<file path="src/rtl/store_commit_queue.sv">
// Multi-channel committed-store FIFO feeding the memory write port, with load hazard checks.
// Define STB_FORWARD_EN to enable store-to-load forwarding from the youngest overlapping entry.
package stcq_pkg;
    typedef enum logic [2:0] {
        BYTE   = 3'd0,
        HALF   = 3'd1,
        WORD   = 3'd2,
        BYTE_U = 3'd4,
        HALF_U = 3'd5
    } ldst_mode;
endpackage

module store_commit_queue
    import stcq_pkg::*;
#(
    parameter int CH    = 2,
    parameter int DEPTH = 8,
    parameter int LP    = 2,
    localparam int DEPTH_LOG = $clog2(DEPTH)
) (
    input  logic                    clk,
    input  logic                    reset,
    input  logic [CH-1:0]           in_valid,
    input  logic [CH-1:0][31:0]     in_addr,
    input  logic [CH-1:0][31:0]     in_data,
    input  ldst_mode [CH-1:0]       in_mode,
    output logic                    in_ready,
    input  logic                    mem_stall,
    output logic                    we,
    output logic [31:0]             wa,
    output logic [31:0]             wd,
    output ldst_mode                wm,
    input  logic [LP-1:0][31:0]     ld_addr,
    input  ldst_mode [LP-1:0]       ld_mode,
    output logic [LP-1:0]           ld_conflict,
    output logic [LP-1:0]           ld_hit,
    output logic [LP-1:0][31:0]     ld_data,
    output logic [DEPTH_LOG:0]      count,
    output logic                    empty
);

    logic [31:0]          addr_q [DEPTH];
    logic [31:0]          data_q [DEPTH];
    ldst_mode             mode_q [DEPTH];
    logic [DEPTH-1:0]     vld_q;
    logic [DEPTH_LOG-1:0] head_q, head_d, tail_q, tail_d;
    logic [DEPTH_LOG:0]   count_q, count_d;
    logic                 push, pop;
    logic [DEPTH_LOG:0]   npush;
    logic [DEPTH_LOG-1:0] slot [CH];
    logic [DEPTH_LOG-1:0] scan [DEPTH];

    function automatic logic [2:0] msize(input ldst_mode m);
        case (m)
            BYTE, BYTE_U: msize = 3'd1;
            HALF, HALF_U: msize = 3'd2;
            default:      msize = 3'd4;
        endcase
    endfunction

    // 33-bit ends so ranges touching the top of the address space do not wrap
    function automatic logic ovl(input logic [31:0] sa, input ldst_mode sm,
                                 input logic [31:0] la, input ldst_mode lm);
        logic [32:0] se, le;
        se  = {1'b0, sa} + 33'(msize(sm));
        le  = {1'b0, la} + 33'(msize(lm));
        ovl = ({1'b0, sa} < le) && ({1'b0, la} < se);
    endfunction

    always_comb begin
        in_ready = ((DEPTH_LOG+1)'(DEPTH) - count_q) >= (DEPTH_LOG+1)'(CH);
        push     = in_ready;
        pop      = (count_q != '0) && !mem_stall;
        npush    = '0;
        for (int i = 0; i < CH; i++) begin
            slot[i] = tail_q + DEPTH_LOG'(npush);
            if (in_valid[i]) npush = npush + (DEPTH_LOG+1)'(1);
        end
        head_d  = head_q + DEPTH_LOG'(pop);
        tail_d  = push ? tail_q + DEPTH_LOG'(npush) : tail_q;
        count_d = count_q + (push ? npush : '0) - (DEPTH_LOG+1)'(pop);
        for (int k = 0; k < DEPTH; k++) scan[k] = head_q + DEPTH_LOG'(k);
    end

    always_ff @(posedge clk) begin
        if (reset) begin
            head_q  <= '0;
            tail_q  <= '0;
            count_q <= '0;
            vld_q   <= '0;
        end else begin
            head_q  <= head_d;
            tail_q  <= tail_d;
            count_q <= count_d;
            if (pop) vld_q[head_q] <= 1'b0;
            if (push)
                for (int i = 0; i < CH; i++)
                    if (in_valid[i]) vld_q[slot[i]] <= 1'b1;
        end
    end

    always_ff @(posedge clk) begin
        if (push)
            for (int i = 0; i < CH; i++)
                if (in_valid[i]) begin
                    addr_q[slot[i]] <= in_addr[i];
                    data_q[slot[i]] <= in_data[i];
                    mode_q[slot[i]] <= in_mode[i];
                end
    end

    always_comb begin
        empty = (count_q == '0);
        count = count_q;
        we    = !empty;
        wa    = empty ? 32'h0 : addr_q[head_q];
        wd    = empty ? 32'h0 : data_q[head_q];
        wm    = empty ? WORD : mode_q[head_q];
    end

`ifdef STB_FORWARD_EN
    logic [LP-1:0]        found;
    logic [DEPTH_LOG-1:0] yidx [LP];

    function automatic logic [31:0] fext(input logic [31:0] d, input ldst_mode m);
        case (m)
            BYTE:    fext = {{24{d[7]}}, d[7:0]};
            BYTE_U:  fext = {24'h0, d[7:0]};
            HALF:    fext = {{16{d[15]}}, d[15:0]};
            HALF_U:  fext = {16'h0, d[15:0]};
            default: fext = d;
        endcase
    endfunction

    // Scan oldest to youngest so the last match is the youngest store
    always_comb begin
        for (int p = 0; p < LP; p++) begin
            found[p]       = 1'b0;
            yidx[p]        = '0;
            ld_conflict[p] = 1'b0;
            ld_hit[p]      = 1'b0;
            ld_data[p]     = 32'h0;
            for (int k = 0; k < DEPTH; k++)
                if (vld_q[scan[k]] &&
                    ovl(addr_q[scan[k]], mode_q[scan[k]], ld_addr[p], ld_mode[p])) begin
                    found[p] = 1'b1;
                    yidx[p]  = scan[k];
                end
            if (found[p]) begin
                if (addr_q[yidx[p]] == ld_addr[p] &&
                    msize(ld_mode[p]) <= msize(mode_q[yidx[p]])) begin
                    ld_hit[p]  = 1'b1;
                    ld_data[p] = fext(data_q[yidx[p]], ld_mode[p]);
                end else begin
                    ld_conflict[p] = 1'b1;
                end
            end
        end
    end
`else
    always_comb begin
        ld_hit  = '0;
        ld_data = '0;
        for (int p = 0; p < LP; p++) begin
            ld_conflict[p] = 1'b0;
            for (int k = 0; k < DEPTH; k++)
                if (vld_q[scan[k]] &&
                    ovl(addr_q[scan[k]], mode_q[scan[k]], ld_addr[p], ld_mode[p]))
                    ld_conflict[p] = 1'b1;
        end
    end
`endif

endmodule

</file>
<file path="config.mk">
export PLATFORM = sky130hd
export DESIGN_NAME = store_commit_queue
export DESIGN_NICKNAME = d
export VERILOG_FILES = /design/src/rtl/store_commit_queue.sv
export SDC_FILE = /design/constraint.sdc
export NUM_CORES = 2
export LEC_CHECK = 0
export ABC_AREA = 0
export BUFFER_PORTS_ARGS = -buffer_cell sky130_fd_sc_hd__buf_2
export CAP_MARGIN = 20
export CORE_UTILIZATION = 40
export DETAILED_ROUTE_END_ITERATION = 10
export GPL_TIMING_DRIVEN = 1
export RECOVER_POWER = 25
export SYNTH_ARGS = -nofsm -noshare
export SYNTH_HDL_FRONTEND = slang
export SYNTH_SLANG_ARGS = --single-unit
</file>
<file path="constraint.sdc">
create_clock -name clk -period 9.7 [get_ports clk]
set_clock_uncertainty 0.15 [all_clocks]
set_input_delay 0.485 -clock clk [delete_from_list [all_inputs] [get_ports clk]]
set_output_delay 0.485 -clock clk [all_outputs]
set_load 0.05 [all_outputs]
</file>
Word level (Yosys, flattened, before mapping)
Memories as Yosys holds them, arrays and structs flattened. A register that Yosys moved wholly into a read port is not among the register bits.
Index checks and enable logic that the tools add are counted.
W data, S select, Z words.
{"block": "totals", "ramBits": 536, "register_bits": 18, "out_inout_bits": 142, "memories": 3}
{"block": "classes", "bitwise_logic": 4, "n_reduce_logical": 70, "addsub": 24, "eq_ne": 30, "n_lt_le_gt_ge": 46, "muxes": 70}
{"name": "addr_q", "depth": 8, "width": 32, "read_ports": 8, "rd_clocked_by_memory_dff": 1, "wr": 2, "line_no": "42", "rtl": "logic [31:0] addr_q [DEPTH];"}
{"name": "data_q", "depth": 8, "width": 32, "read_ports": 1, "rd_clocked_by_memory_dff": 1, "wr": 2, "line_no": "43", "rtl": "logic [31:0] data_q [DEPTH];"}
{"name": "mode_q", "depth": 8, "width": 3, "read_ports": 8, "rd_clocked_by_memory_dff": 1, "wr": 2, "line_no": "44", "rtl": "ldst_mode mode_q [DEPTH];"}
{"operator": "$lt A32 B33 Y1", "count": 32}
{"operator": "$add A32 B3 Y33", "count": 10}
{"operator": "$mux W32", "count": 2}
{"operator": "$eq A3 B3 Y1 const B", "count": 20}
{"operator": "$pmux W3 S2", "count": 10}
{"operator": "$mux W8", "count": 7}
{"operator": "$lt A3 B4 Y1 const B", "count": 10}
{"operator": "$reduce_or A2 Y1", "count": 20}
{"operator": "$logic_and A1 B1 Y1", "count": 36}
{"operator": "$mux W1", "count": 34}
{"operator": "$eq A3 B1 Y1 const B", "count": 10}
{"operator": "$logic_not A3 Y1", "count": 10}
{"operator": "$bmux W1 S3", "count": 8}
{"operator": "$or A8 B8 Y8", "count": 2}
{"operator": "$add A3 B3 Y3 const B", "count": 4}
{"operator": "$mux W3", "count": 4}
{"operator": "$demux W1 S3", "count": 3}
{"operator": "$ge A3 B1 Y1 const B", "count": 3}
{"operator": "$and A8 B8 Y8", "count": 1}
{"operator": "$mux W4", "count": 2}
{"operator": "$not A8 Y8", "count": 1}
{"operator": "$add A3 B2 Y3 const B", "count": 2}
{"operator": "$add A3 B3 Y3", "count": 2}
{"operator": "$add A4 B1 Y4 const B", "count": 1}
{"operator": "other kinds (9)", "count": 10}

Longest topological paths before layout
An unclocked memory read counts as a cell.
{"block": "logic_depth", "ltp_word": 16, "depth_mapped": 45, "depth_no_buf": 27}

Worst setup path after synthesis
No wires, ideal clock.
{"block": "synth_timing", "kind": "flip-flop to output port", "start": "register head_q[1]", "end": "output port ld_conflict[1]", "slack_ps": -624, "t_required_ps": 9065, "path_buffers": 18, "t_arrival_ps": 9689, "stages_incl_launch_ff": 41, "path_cell_list": "dfxtp_1 buf_4 buf_4 buf_4 buf_4 buf_2 buf_2 buf_2 buf_2 buf_2 buf_1 inv_1 ha_1 buf_4 buf_4 buf_4 buf_4 buf_4 (+5 left out) nand2_1 ha_1 a21oi_1 nor2_1 nand4_1 nor2_1 nand3_1 nor3_1 xnor2_1 ha_1 a21o_1 a21o_1 a2111oi_0 o2111ai_1 a21o_1 o311a_1 or3_1 nand4_1"}
{"block": "synth_between", "elab_chain_len": 16}
{"item": "start: declaration", "line_no": "46", "rtl": "logic [DEPTH_LOG-1:0] head_q, head_d, tail_q, tail_d;"}
{"item": "start signal: assignment", "line_no": "87", "rtl": "head_q <= '0;"}
{"item": "start signal: assignment", "line_no": "92", "rtl": "head_q <= head_d;"}
{"item": "$add A3 B1 Y3", "line_no": "82", "rtl": "for (int k = 0; k < DEPTH; k++) scan[k] = head_q + DEPTH_LOG'(k);"}
{"item": "$mem_v2 Z8 W3"}
{"item": "$eq A3 B1 Y1, or another cell as far along", "line_no": "54", "rtl": "case (m)"}
{"item": "$reduce_or A2 Y1", "line_no": "54"}
{"item": "$pmux W3 S2", "line_no": "54"}
{"item": "$add A32 B3 Y33", "line_no": "65", "rtl": "se = {1'b0, sa} + 33'(msize(sm));"}
{"item": "$lt A32 B33 Y1", "line_no": "67", "rtl": "ovl = ({1'b0, sa} < le) && ({1'b0, la} < se);"}
{"item": "$logic_and A1 B1 Y1", "line_no": "67"}
{"item": "$logic_and A1 B1 Y1", "line_no": "167", "rtl": "if (vld_q[scan[k]] &&"}
{"item": "$mux W1 (6 in series)", "line_no": "167"}
{"item": "$mux W1 (*)", "line_no": "167"}
{"item": "end: declaration", "line_no": "35", "rtl": "output logic [LP-1:0] ld_conflict,"}
Mark *: on every way between the ends. The rest lies on a longest branch, timed or not. The select of a mux whose other input is x is not followed.

Worst setup path after layout
Same ends and word-level chain as after synthesis.

==> metrics.yaml <==
synth_edf_count: 536
internal-power_w: 0.0115
peakVddDrop_mv: 0.317
setup_viol: 0
synth_area_um2: 65400
async_reset_ff_share_pct: 0
dr.max_layer_used: "met5"
crit_fanout: 107
power_frac_clock_pct: 8.3
clockBufferDepth: 3
synthCells: 6180
status: "finished, violations left"
vias: 55200
grt_overflow: 0
ff_latch_area_um2: 16500
ys.flop_type: "edfxtp_1"
power.leakage_nw: 28.6
syn_to_final_growth_pct: 8.61
min_path_type: "in -> reg"
nets: 7688
clk_latency_ns: 0.65
multi_input_area_um2: 46900
critPathCaptureType: "output pin"
layout_min_cycle_time_ns: 9.06
post_cts_buffers: 0
coreArea_um2: 163000
dp_slack_ns: 1.45
htreeDepth: 2
clkTransAtPathRegs_ns: 0.06
grtUsageTotal_pct: 30.5
synth_largest_area_cell: "edfxtp_1"
clock_tree.root_cell: "clkbuf_16"
ys_warn_count: 0
cts_hold_buf: 0
syn_avg_cell_area_um2: 10.6
drive_gt1_share_pct: 22.2
required_ns: 9.07
max_freq_ghz: 0.110
startpoint_type: "flip-flop"
dp_cells: 8547
grt_max_degree: 113
stdcell_area_um2: 71100
fp.dieH_um: 406
fin_util_pct: 43.7
cts_resized: 0
yosysSeqAreaShare_pct: 25.1
wl_per_cell_um: 29.9
antenna_found_initial: 49
drt_wl_total_mm: 259
layout.cells.non_filler: 8663
rows: 148
avgViaCountPerCell: 6.37
hpwl_mm: 200
dr.pass1.iters: 8
tightest_slew_ns: 4.59
met1_length_mm: 114
wl_met2_mm: 111
drc: 0
synth_top_area_share_pct: 24.6
combPwrFrac_pct: 77.3
dieArea_um2: 165000
cts_tree: "built"
cts_sinks: 554
maxCapViolations: 9
fin_ws_ns: 0.643
cts_buffers: 52
p_sw_w: 0.0142
ys_top_cells_by_area: "edfxtp_1, ha_1, mux4_2"
hold_violations: 0
grt_pass1_vias: 51900
fillerInstances: 15500
place_area_um2: 69400
p_per_area_nw_per_um2: 361
p_seq_share_pct: 14.4
ys_types: 93
port_buffers: 282
post-route-period-util_pct: 93.4
slew_violations: 299
switching_share_pct: 55.1
setup_tns_ns: 0
start_util_pct: 40.2
rsz0062_at_grt: "no"
arrival_ns: 8.42
gp_congestion: 1.06
violations: "capacitance limit, slew limit"
routed-wl-met3_mm: 24.0
relSlewSlack_pct: -207
fp.dieW_um: 406
path_class: "reg -> out"
grt_pass1_wl_mm: 366
drtIter0Drc: 6000
ys_seq_elements: 554
io_pins: 351
antenna_left: 0
final cells by class:
| class | instances | share of cell area (%) |
|---|---|---|
| Antenna cell | 19 | 0.0669 |
| Clock buffer | 57 | 1.89 |
| Clock inverter | 39 | 0.576 |
| Inverter | 163 | 0.866 |
| Multi-Input combinational cell | 5231 | 66.0 |
| Sequential cell | 554 | 23.2 |
| Tap cell | 2175 | 3.83 |
| Timing Repair Buffer | 425 | 3.57 |
registers in the layout, indices dropped and copies added, names as in the netlist:
| name | count |
|---|---|
| tail_q | 3 |
| data_q | 256 |
| addr_q | 256 |
| vld_q | 8 |
| mode_q | 24 |
| head_q | 3 |
| count | 4 |
stage by stage:
step           power [W]  hold slack (ns)
2_1_floorplan     0.0164            0.352
5_1_grt           0.0273           0.0840
3_5_place_dp      0.0231            0.388
4_1_cts           0.0252           0.0551
3_3_place_gp      0.0226            0.377
6_report          0.0257           0.0909
layer usage:
layer	up-vias	global-route usage, %
met5	-	0
met4	46	9.84
met3	358	4.69
met2	2564	46.1
met1	27800	44.3
li1	24400	-
Yosys cell counts (all sizes together), types with 45 or more instances:
cell / instances
a21o: 164
edfxtp: 536
a211oi: 71
nand3: 175
clkbuf: 71
xnor2: 168
xor2: 123
buf: 226
mux2i: 131
nor2: 280
o21ai: 210
and3: 45
nor2b: 59
inv: 161
nand4: 166
nor3: 61
a21oi: 358
nand2: 743
mux4: 356
ha: 1040
mux2: 585
power by group through the flow:
stage	Sequential, W	Combinational, W	Clock, W
6_report	0.00369	0.0199	0.00213
5_1_grt	0.00375	0.0213	0.00224
4_1_cts	0.00368	0.0194	0.00215
3_5_place_dp	0.00373	0.0193	0
3_3_place_gp	0.00369	0.0189	0
2_1_floorplan	0.00368	0.0128	0
worst max-delay path: stages (launching register included):
cell and delay [ns]:
dfxtp_4 0.36, buf_12 0.52, mux4_2 0.42, mux2i_1 0.21
inv_1 0.09, nor2_1 0.11, ha_1 0.17, inv_1 0.06
fa_1 0.40, inv_1 0.07, a21oi_1 0.12, nor3_1 0.24
nand3_1 0.32, nor2b_1 0.66, nand2_1 0.15, xnor2_1 0.17
ha_1 0.33, nand2_1 0.06, o21ai_0 0.39, a41oi_1 0.15
or3_1 0.34, o21ai_0 0.64, a21oi_1 0.14, nor3_1 0.31
a211oi_1 0.20, a2111oi_0 0.48, nand4_1 0.31, buf_12 0.24
worst paths after layout:
check | start | to | slack [ns] | cells after the start
worst max-delay path | head_q[1]$_SDFF_PP0_ | ld_conflict[1] | 0.64 | 27
worst min-delay path | in_addr[34] | addr_q[3][2]$_DFFE_PP_ | 0.09 | 2
worst max register to register | count[1]$_SDFF_PP0_ | count[2]$_SDFF_PP0_ | 2.50 | 13
worst min register to register | vld_q[0]$_SDFF_PP0_ | vld_q[0]$_SDFF_PP0_ | 0.41 | 2
cell families (layout without fill, tap and decap cells):
group | Yosys count | in the layout | share of synthesized area (%)
and+or+nand+nor | 1686 | 1686 | 12.1
muxes | 1072 | 1072 | 24.6
AOI/OAI and AO/OA | 1063 | 1063 | 10.2
adders and majority gates | 1053 | 1053 | 20.3
DFF | 554 | 554 | 25.1
buffers and inverters | 460 | 684 | 3.73
xor gates and xnor gates | 291 | 291 | 3.91
other | 1 | 85 | 0.00573
cells in the final DEF (no fill, tap or decap), types with 23 or more instances in the layout:
cell,n
a211oi_1,70
a21o_1,164
a21oi_1,358
a31oi_1,27
and3_1,45
and4_1,36
buf_2,272
buf_4,135
clkbuf_16,53
conb_1,66
edfxtp_1,536
ha_1,1038
inv_1,160
mux2_2,585
mux2i_1,128
mux4_1,50
mux4_2,305
nand2_1,739
nand2b_1,33
nand3_1,173
nand4_1,166
nor2_1,279
nor2b_1,59
nor3_1,57
o2111ai_1,23
o211ai_1,31
o21ai_0,207
xnor2_1,166
xor2_1,121
No activity file was read; power rests on OpenSTA's default activity.
